File: config.mk
export PLATFORM = sky130hd
export DESIGN_NAME = instr_pair_queue
export DESIGN_NICKNAME = d
export VERILOG_FILES = /design/src/rtl/instr_pair_queue_pkg.sv /design/src/rtl/instr_pair_queue.sv
export SDC_FILE = /design/constraint.sdc
export NUM_CORES = 1
export LEC_CHECK = 0
export BUFFER_PORTS_ARGS = -buffer_cell sky130_fd_sc_hd__buf_2
export CORE_MARGIN = 2
export CORE_UTILIZATION = 30
export DETAILED_ROUTE_END_ITERATION = 10
export GPL_ROUTABILITY_DRIVEN = 0
export GPL_TIMING_DRIVEN = 0
export PLACE_DENSITY = 0.52
export SLEW_MARGIN = 20
export SYNTH_ARGS = -nofsm -noshare
export SYNTH_HDL_FRONTEND = slang
export SYNTH_SLANG_ARGS = --single-unit
File: constraint.sdc
create_clock -name clk -period 11.91 [get_ports clk]
set_input_delay 1.191 -clock clk [delete_from_list [all_inputs] [get_ports clk]]
set_output_delay 1.191 -clock clk [all_outputs]
set_load 0.05 [all_outputs]
File: src/rtl/instr_pair_queue_pkg.sv
`default_nettype none
// ============================================================================
// Module   : instr_pair_queue_pkg
// Purpose  : Shared constants for the instruction pair queue and the
//            dependency relayer: instruction width, NOP encoding and the
//            instruction field positions both blocks decode.
// Ports    : none (package)
// Revision : 1.0 - initial release
// ============================================================================
package instr_pair_queue_pkg;

  localparam int INSTR_W = 16;

  localparam logic [INSTR_W-1:0] NOP_INSTR = 16'h0000;

  // Field positions shared with the relayer.
  localparam int DEST_MSB = 10;
  localparam int DEST_LSB = 8;
  localparam int SRC1_MSB = 7;
  localparam int SRC1_LSB = 5;
  localparam int SRC2_MSB = 4;
  localparam int SRC2_LSB = 2;
  localparam int IMM_BIT  = 11;

  function automatic logic [2:0] get_dest(input logic [INSTR_W-1:0] instr);
    return instr[DEST_MSB:DEST_LSB];
  endfunction

  function automatic logic [2:0] get_src1(input logic [INSTR_W-1:0] instr);
    return instr[SRC1_MSB:SRC1_LSB];
  endfunction

  function automatic logic [2:0] get_src2(input logic [INSTR_W-1:0] instr);
    return instr[SRC2_MSB:SRC2_LSB];
  endfunction

  function automatic logic is_imm(input logic [INSTR_W-1:0] instr);
    return instr[IMM_BIT];
  endfunction

endpackage
`default_nettype wire

File: src/rtl/instr_pair_queue.sv
`default_nettype none
// ============================================================================
// Module   : instr_pair_queue
// Purpose  : Dual-issue instruction queue between fetch and the dependency
//            relayer. Buffers fetched instructions, presents the two oldest
//            as an ordered pair, and retires one or two per cycle according
//            to the relayer's single-issue verdict.
// Ports    : clk, rst_n (async, active-low), flush
//            wr_valid/wr_two/wr_instr0/wr_instr1 -> fetch push (wr_ready out)
//            instr1/instr2/head_valid/pair_valid -> candidate pair out
//            issingleinstr/advance               -> retire control in
// Revision : 1.0 - initial release
// ============================================================================
module instr_pair_queue
  import instr_pair_queue_pkg::*;
#(
  parameter int DEPTH = 8,
  parameter int IW    = 16
) (
  input  logic          clk,
  input  logic          rst_n,
  input  logic          flush,
  input  logic          wr_valid,
  input  logic          wr_two,
  input  logic [IW-1:0] wr_instr0,
  input  logic [IW-1:0] wr_instr1,
  output logic          wr_ready,
  output logic [IW-1:0] instr1,
  output logic [IW-1:0] instr2,
  output logic          head_valid,
  output logic          pair_valid,
  input  logic          issingleinstr,
  input  logic          advance
);

  localparam int PW = $clog2(DEPTH);
  localparam int CW = $clog2(DEPTH + 1);

  localparam logic [IW-1:0] NOP = IW'(NOP_INSTR);

  logic [IW-1:0] mem_q [DEPTH];
  logic [IW-1:0] mem_d [DEPTH];
  logic [PW-1:0] rd_ptr_q, rd_ptr_d;
  logic [PW-1:0] wr_ptr_q, wr_ptr_d;
  logic [CW-1:0] count_q,  count_d;

  logic          push_en;
  logic [CW-1:0] push_amt;
  logic [CW-1:0] pop_amt;
  logic [PW-1:0] wr_ptr_p1;
  logic [PW-1:0] rd_ptr_p1;

  // Pointers are log2(DEPTH) wide, so +1 wraps modulo DEPTH for free.
  assign wr_ptr_p1 = wr_ptr_q + PW'(1);
  assign rd_ptr_p1 = rd_ptr_q + PW'(1);

  // All outputs depend on registered state only.
  assign head_valid = (count_q != '0);
  assign pair_valid = (count_q >= CW'(2));
  // Ready needs room for a full pair, so a push can never overflow even
  // if nothing pops in the same cycle.
  assign wr_ready   = (count_q <= CW'(DEPTH - 2));

  assign instr1 = head_valid ? mem_q[rd_ptr_q]  : NOP;
  assign instr2 = pair_valid ? mem_q[rd_ptr_p1] : NOP;

  assign push_en  = wr_valid && wr_ready;
  assign push_amt = push_en ? (wr_two ? CW'(2) : CW'(1)) : '0;

  // A pair issues only when two entries exist and the relayer did not
  // split them; with one entry, or a split, only the head retires.
  always_comb begin
    pop_amt = '0;
    if (advance && head_valid) begin
      pop_amt = (pair_valid && !issingleinstr) ? CW'(2) : CW'(1);
    end
  end

  always_comb begin
    mem_d    = mem_q;
    rd_ptr_d = rd_ptr_q;
    wr_ptr_d = wr_ptr_q;
    count_d  = count_q;
    if (flush) begin
      rd_ptr_d = '0;
      wr_ptr_d = '0;
      count_d  = '0;
    end else begin
      if (push_en) begin
        mem_d[wr_ptr_q] = wr_instr0;
        if (wr_two) begin
          mem_d[wr_ptr_p1] = wr_instr1;
        end
      end
      wr_ptr_d = wr_ptr_q + PW'(push_amt);
      rd_ptr_d = rd_ptr_q + PW'(pop_amt);
      count_d  = count_q + push_amt - pop_amt;
    end
  end

  // Storage is intentionally not reset; outputs are gated by count instead.
  always_ff @(posedge clk) begin
    mem_q <= mem_d;
  end

  always_ff @(posedge clk or negedge rst_n) begin
    if (!rst_n) begin
      rd_ptr_q <= '0;
      wr_ptr_q <= '0;
      count_q  <= '0;
    end else begin
      rd_ptr_q <= rd_ptr_d;
      wr_ptr_q <= wr_ptr_d;
      count_q  <= count_d;
    end
  end

endmodule
`default_nettype wire

Word level (Yosys, flattened, before mapping)
Index checks and enable logic that the tools add are counted.
- register bits after elaboration: 138
- latch bits: 0
- RAM bits: 0
- memory bits (read-only): 0
- input port bits: 39
- output and inout port bits: 35
- word-level logic and storage cells: 60
- memories: 0
- add/subtract/negate cells: 6
- multiply operators: 0
- divide/modulo/power cells: 0
- magnitude comparators: 8
- equal/unequal tests: 0
- shifts and indexed selects: 0
- mux-type cells: 22
- bitwise gates (word level): 5
- reductions and logical operators: 8
- operators with widths (operator ; count):
    bitwise mux 128 bit ; 2
    2-to-1 mux 128 bit ; 1
    2-to-1 mux 16 bit ; 8
    binary-select mux 16 bit (select 3 bit) ; 2
    demux 16 bit (select 3 bit) ; 2
    >= comparator 4 bit (second input constant) ; 4
    NOT 3 -> 4 bit ; 4
    < comparator 4 x 1 -> 1 bit (second input constant) ; 2
    2-to-1 mux 2 bit ; 4
    adder 3 x 1 -> 3 bit (second input constant) ; 2
    2-to-1 mux 3 bit ; 2
    logical AND 1 bit ; 5
    adder 4 x 2 -> 4 bit ; 1
    >= comparator 4 x 2 -> 1 bit (second input constant) ; 1
    <= comparator 4 x 3 -> 1 bit (second input constant) ; 1
    2-to-1 mux 4 bit ; 1
    nonzero test 4 bit ; 1
    subtractor 4 bit ; 1
    adder 3 x 2 -> 3 bit ; 1
    adder 3 bit ; 1
    AND reduction 2 bit ; 1
    logical NOT 1 bit ; 1
    NOT 1 bit ; 1

Depth between registers and ports, before layout
- depth after elaboration: 8
- gate-level depth with buffers: 13
- gate-level depth less buffers: 12

Worst setup path after synthesis
OpenSTA, ideal clock, no wires.
- path kind: input port to flip-flop
- start point: input wr_valid
- end point: register mem_q[0] in the netlist's numbering, enable pin
- library setup time: 0.616 ns
- data arrival time: 6.830 ns
- required time: 11.294 ns
- path slack: 4.463 ns
- stages on the path: 3
- buffers on the path: 0
- path through: inv_1 -> a311o_1 -> nor2_1
- cells in the longest elaborated chain, start to end: 2
- ends and longest elaborated chain (what ; RTL line ; text):
    start, declared ; instr_pair_queue.sv:23 ; input logic wr_valid,
    logical AND 1 bit ; instr_pair_queue.sv:67 ; assign push_en = wr_valid && wr_ready;
    AND reduction 2 bit (no line) ; n/a ;
    end signal, assigned ; instr_pair_queue.sv:103 ; mem_q <= mem_d;
    end, declared ; instr_pair_queue.sv:41 ; logic [IW-1:0] mem_q [DEPTH];
Every way passes these cells.
A chain may end at the register's enable or synchronous reset.

Worst setup path in the final report
- start point: register count_q[2]
- end point: output instr1[13]
- cells in the longest elaborated chain, start to end: 2
- ends and longest elaborated chain (what ; RTL line ; text):
    start, declared ; instr_pair_queue.sv:45 ; logic [CW-1:0] count_q, count_d;
    start signal, assigned ; instr_pair_queue.sv:114 ; count_q <= count_d;
    nonzero test 4 bit ; instr_pair_queue.sv:58 ; assign head_valid = (count_q != '0);
    2-to-1 mux 16 bit ; instr_pair_queue.sv:64 ; assign instr1 = head_valid ? mem_q[rd_ptr_q] : NOP;
    end, declared ; instr_pair_queue.sv:28 ; output logic [IW-1:0] instr1,
Every way passes these cells.

==> impl_metrics.json <==
{
  "drtIter0Drc": 585,
  "power_leakage_nw": 3.995,
  "synthCells": 647,
  "min_path_cells": 2,
  "synth-edff-count": 128,
  "maxSlewViolCount": 0,
  "switching_share_pct": 41.45,
  "clkTransAtPathRegs_ps": 60,
  "core_region_area_um2": 31390,
  "ys_types": 36,
  "tritoncts.num_buffers": 17,
  "grt_pass1_wl_um": 43290,
  "multi_input_area_um2": 5160,
  "fin_nets": 798,
  "async_reset_ff_share_pct": 7.246,
  "period_share_pct": 40.35,
  "grt_pass1_vias": 6413,
  "post_cts_resized": 0,
  "rr_worst_depth": 13,
  "status": "complete, no violations",
  "worstReg2RegEnd": "count_q[3]",
  "cts.path.max_buffers": 2,
  "period_needed_ps": 4806,
  "syn_nets": 700,
  "hold_path_class": "register to register",
  "worstSetupEndpointType": "output port",
  "synth_seq_cells": 138,
  "area_growth_pct": 17.44,
  "synth.top_cell.area_share_pct": 40.29,
  "p_per_area_nw_per_um2": 230.0,
  "mostFrequentLayoutCells": "mux2_2, edfxtp_1, buf_2, mux4_2, a22o_1",
  "hold_violations": 0,
  "worst_pin_slew_ps": 1158,
  "io_buffers": 73,
  "ant_nets": 0,
  "num_vias": 6436,
  "hold_buffers": 0,
  "rr_startpoint": "count_q[2]",
  "cp.arrival_ps": 3610,
  "htree_levels": 4,
  "num_io_pins": 74,
  "required_ps": 10720,
  "p_sw_w": 0.001068,
  "drc": 0,
  "clock_sinks": 138,
  "min_to": "rd_ptr_q[2]",
  "die_w_um": 182.3,
  "worstHoldStart": "rd_ptr_q[2]",
  "final_common_cell": "mux2_2",
  "drv_cap": 0,
  "hold-worst-slack_ps": 610.2,
  "peakVddDrop_v": 0.0001113,
  "wl_um": 29260,
  "combinationalPowerShare_pct": 50.9,
  "max-slew-margin-rel_pct": 22.82,
  "grt_setup_unrepaired": "no",
  "drive_gt1_share_pct": 54.82,
  "cp_max_fo": 10,
  "via_per_inst": 5.548,
  "clkPwrFrac_pct": 22.8,
  "p_int_w": 0.001508,
  "cp-start-kind": "register",
  "hpwl_um": 19320,
  "r2r_setup_slack_ps": 8980,
  "die-area_um2": 33240,
  "cts_setup_buffers": 0,
  "clock_latency_ps": 420,
  "row_count": 65,
  "seq_area_um2": 4094,
  "ys_warn_count": 0,
  "seqPwrFrac_pct": 26.3,
  "grt_antenna_before_repair": 2,
  "tns_ps": 0,
  "avgSynthCellArea_um2": 14.74,
  "grt_max_degree": 26,
  "skew_ps": 11.53,
  "cts_tree": "yes",
  "routedWlPerCell_um": 25.22,
  "synth_area_leaders": "edfxtp_1, mux2_2, mux4_2",
  "grt_usage_pct": 17.87,
  "ys_seq_area_share_pct": 42.92,
  "yosysTopAreaCell": "edfxtp_1",
  "setup_viol": 0,
  "synth.cell_area_um2": 9539,
  "worst-setup-path-type": "register to output port",
  "grt-ovfl-total": 0,
  "clockRootBuffer": "clkbuf_16",
  "synth-main-ff-cell": "edfxtp_1",
  "first_pass_iters": 4,
  "max_freq_ghz": 0.2081,
  "initial_utilization_pct": 30.39,
  "die_y_um": 182.3,
  "fillers": 3019
}
through the flow:
step | total power (W) | cells | cell area [um^2] | setup WS (ps) | utilization [%]
3_3_place_gp | 0.001995 | 1122 | 10410 | 1025 | 33.15
2_1_floorplan | 0.001649 | 647 | 9539 | 4463 | -
5_1_grt | 0.002686 | 1159 | 11200 | 7109 | 35.68
4_1_cts | 0.002592 | 1159 | 11200 | 7183 | 35.68
3_5_place_dp | 0.002004 | 1128 | 10570 | 7656 | 33.68
6_report | 0.002576 | 1160 | 11200 | 7104 | 35.69
cell type report:
class / count / share of cell area [%]
antenna: 1 / 0.02234
buffer: 52 / 2.077
clock buffer: 18 / 3.831
clock inverter: 13 / 1.776
inverter: 16 / 0.5361
multi-input combinational: 441 / 46.06
sequential: 138 / 36.54
tap: 402 / 4.490
timing repair buffer: 79 / 4.668
synthesized netlist by cell type (all sizes together), types with 2 or more instances:
library cell  instances
a21boi                2
a21oi                22
a22o                 32
buf                  29
clkbuf               23
dfrtp                10
edfxtp              128
fa                    4
ha                   10
inv                  16
mux2                217
mux2i                20
mux4                 64
nand2                 4
nand3                 6
nand3b                4
nor2                  9
nor2b                 7
nor3                  2
nor3b                 3
nor4                 20
or3                   3
xnor2                 2
xor2                  4
metal layers:
metal  up-vias  track usage (%)  part of all wire (%)
met3        43            4.889                   6.8
met4         2            5.871                   2.5
met1      3315            23.29                    44
met2       236            28.82                    47
met5         -                0                 0.038
li1       2840                -                     -
cells by family (layout without fill, tap and decap cells):
family / after synthesis / in the layout / share of synthesized area [%]
mux: 301 / 301 / 42.83
flops: 138 / 138 / 42.92
buf+inv: 68 / 178 / 3.069
simple gates: 61 / 61 / 3.909
compound gates: 59 / 59 / 4.499
fa+ha+maj: 14 / 14 / 2.151
xor+xnor: 6 / 6 / 0.6297
other cells: 0 / 1 / 0
sequential cells by signal (all words and copies together) (netlist names):
register  count
mem_q       128
count_q       4
rd_ptr_q      3
wr_ptr_q      3
worst max-delay path by stage:
stage,start,to,depth (start not counted)
2_1_floorplan,wr_valid,mem_q[0],3
3_3_place_gp,wr_valid,mem_q[40],4
3_5_place_dp,count_q[2],instr1[12],8
4_1_cts,count_q[2],instr1[12],8
5_1_grt,count_q[3],instr1[13],8
6_report,count_q[2],instr1[13],8
power groups by stage:
stage | clock network, W | registers [W] | logic, W
floorplan | 0 | 0.000681 | 0.000968
global placement | 0 | 0.000704 | 0.00129
detailed placement | 0 | 0.000687 | 0.00132
CTS | 0.000594 | 0.000677 | 0.00132
global route | 0.000608 | 0.000686 | 0.00139
finish | 0.000587 | 0.000678 | 0.00131
critical path: stages (launching register included):
cell	delay [ps]
dfrtp_1	370
inv_1	70
ha_1	190
nor2b_1	120
clkbuf_1	150
a21oi_1	930
clkbuf_1	770
a22o_1	300
buf_2	290
Power figures use the tool's default switching activity.
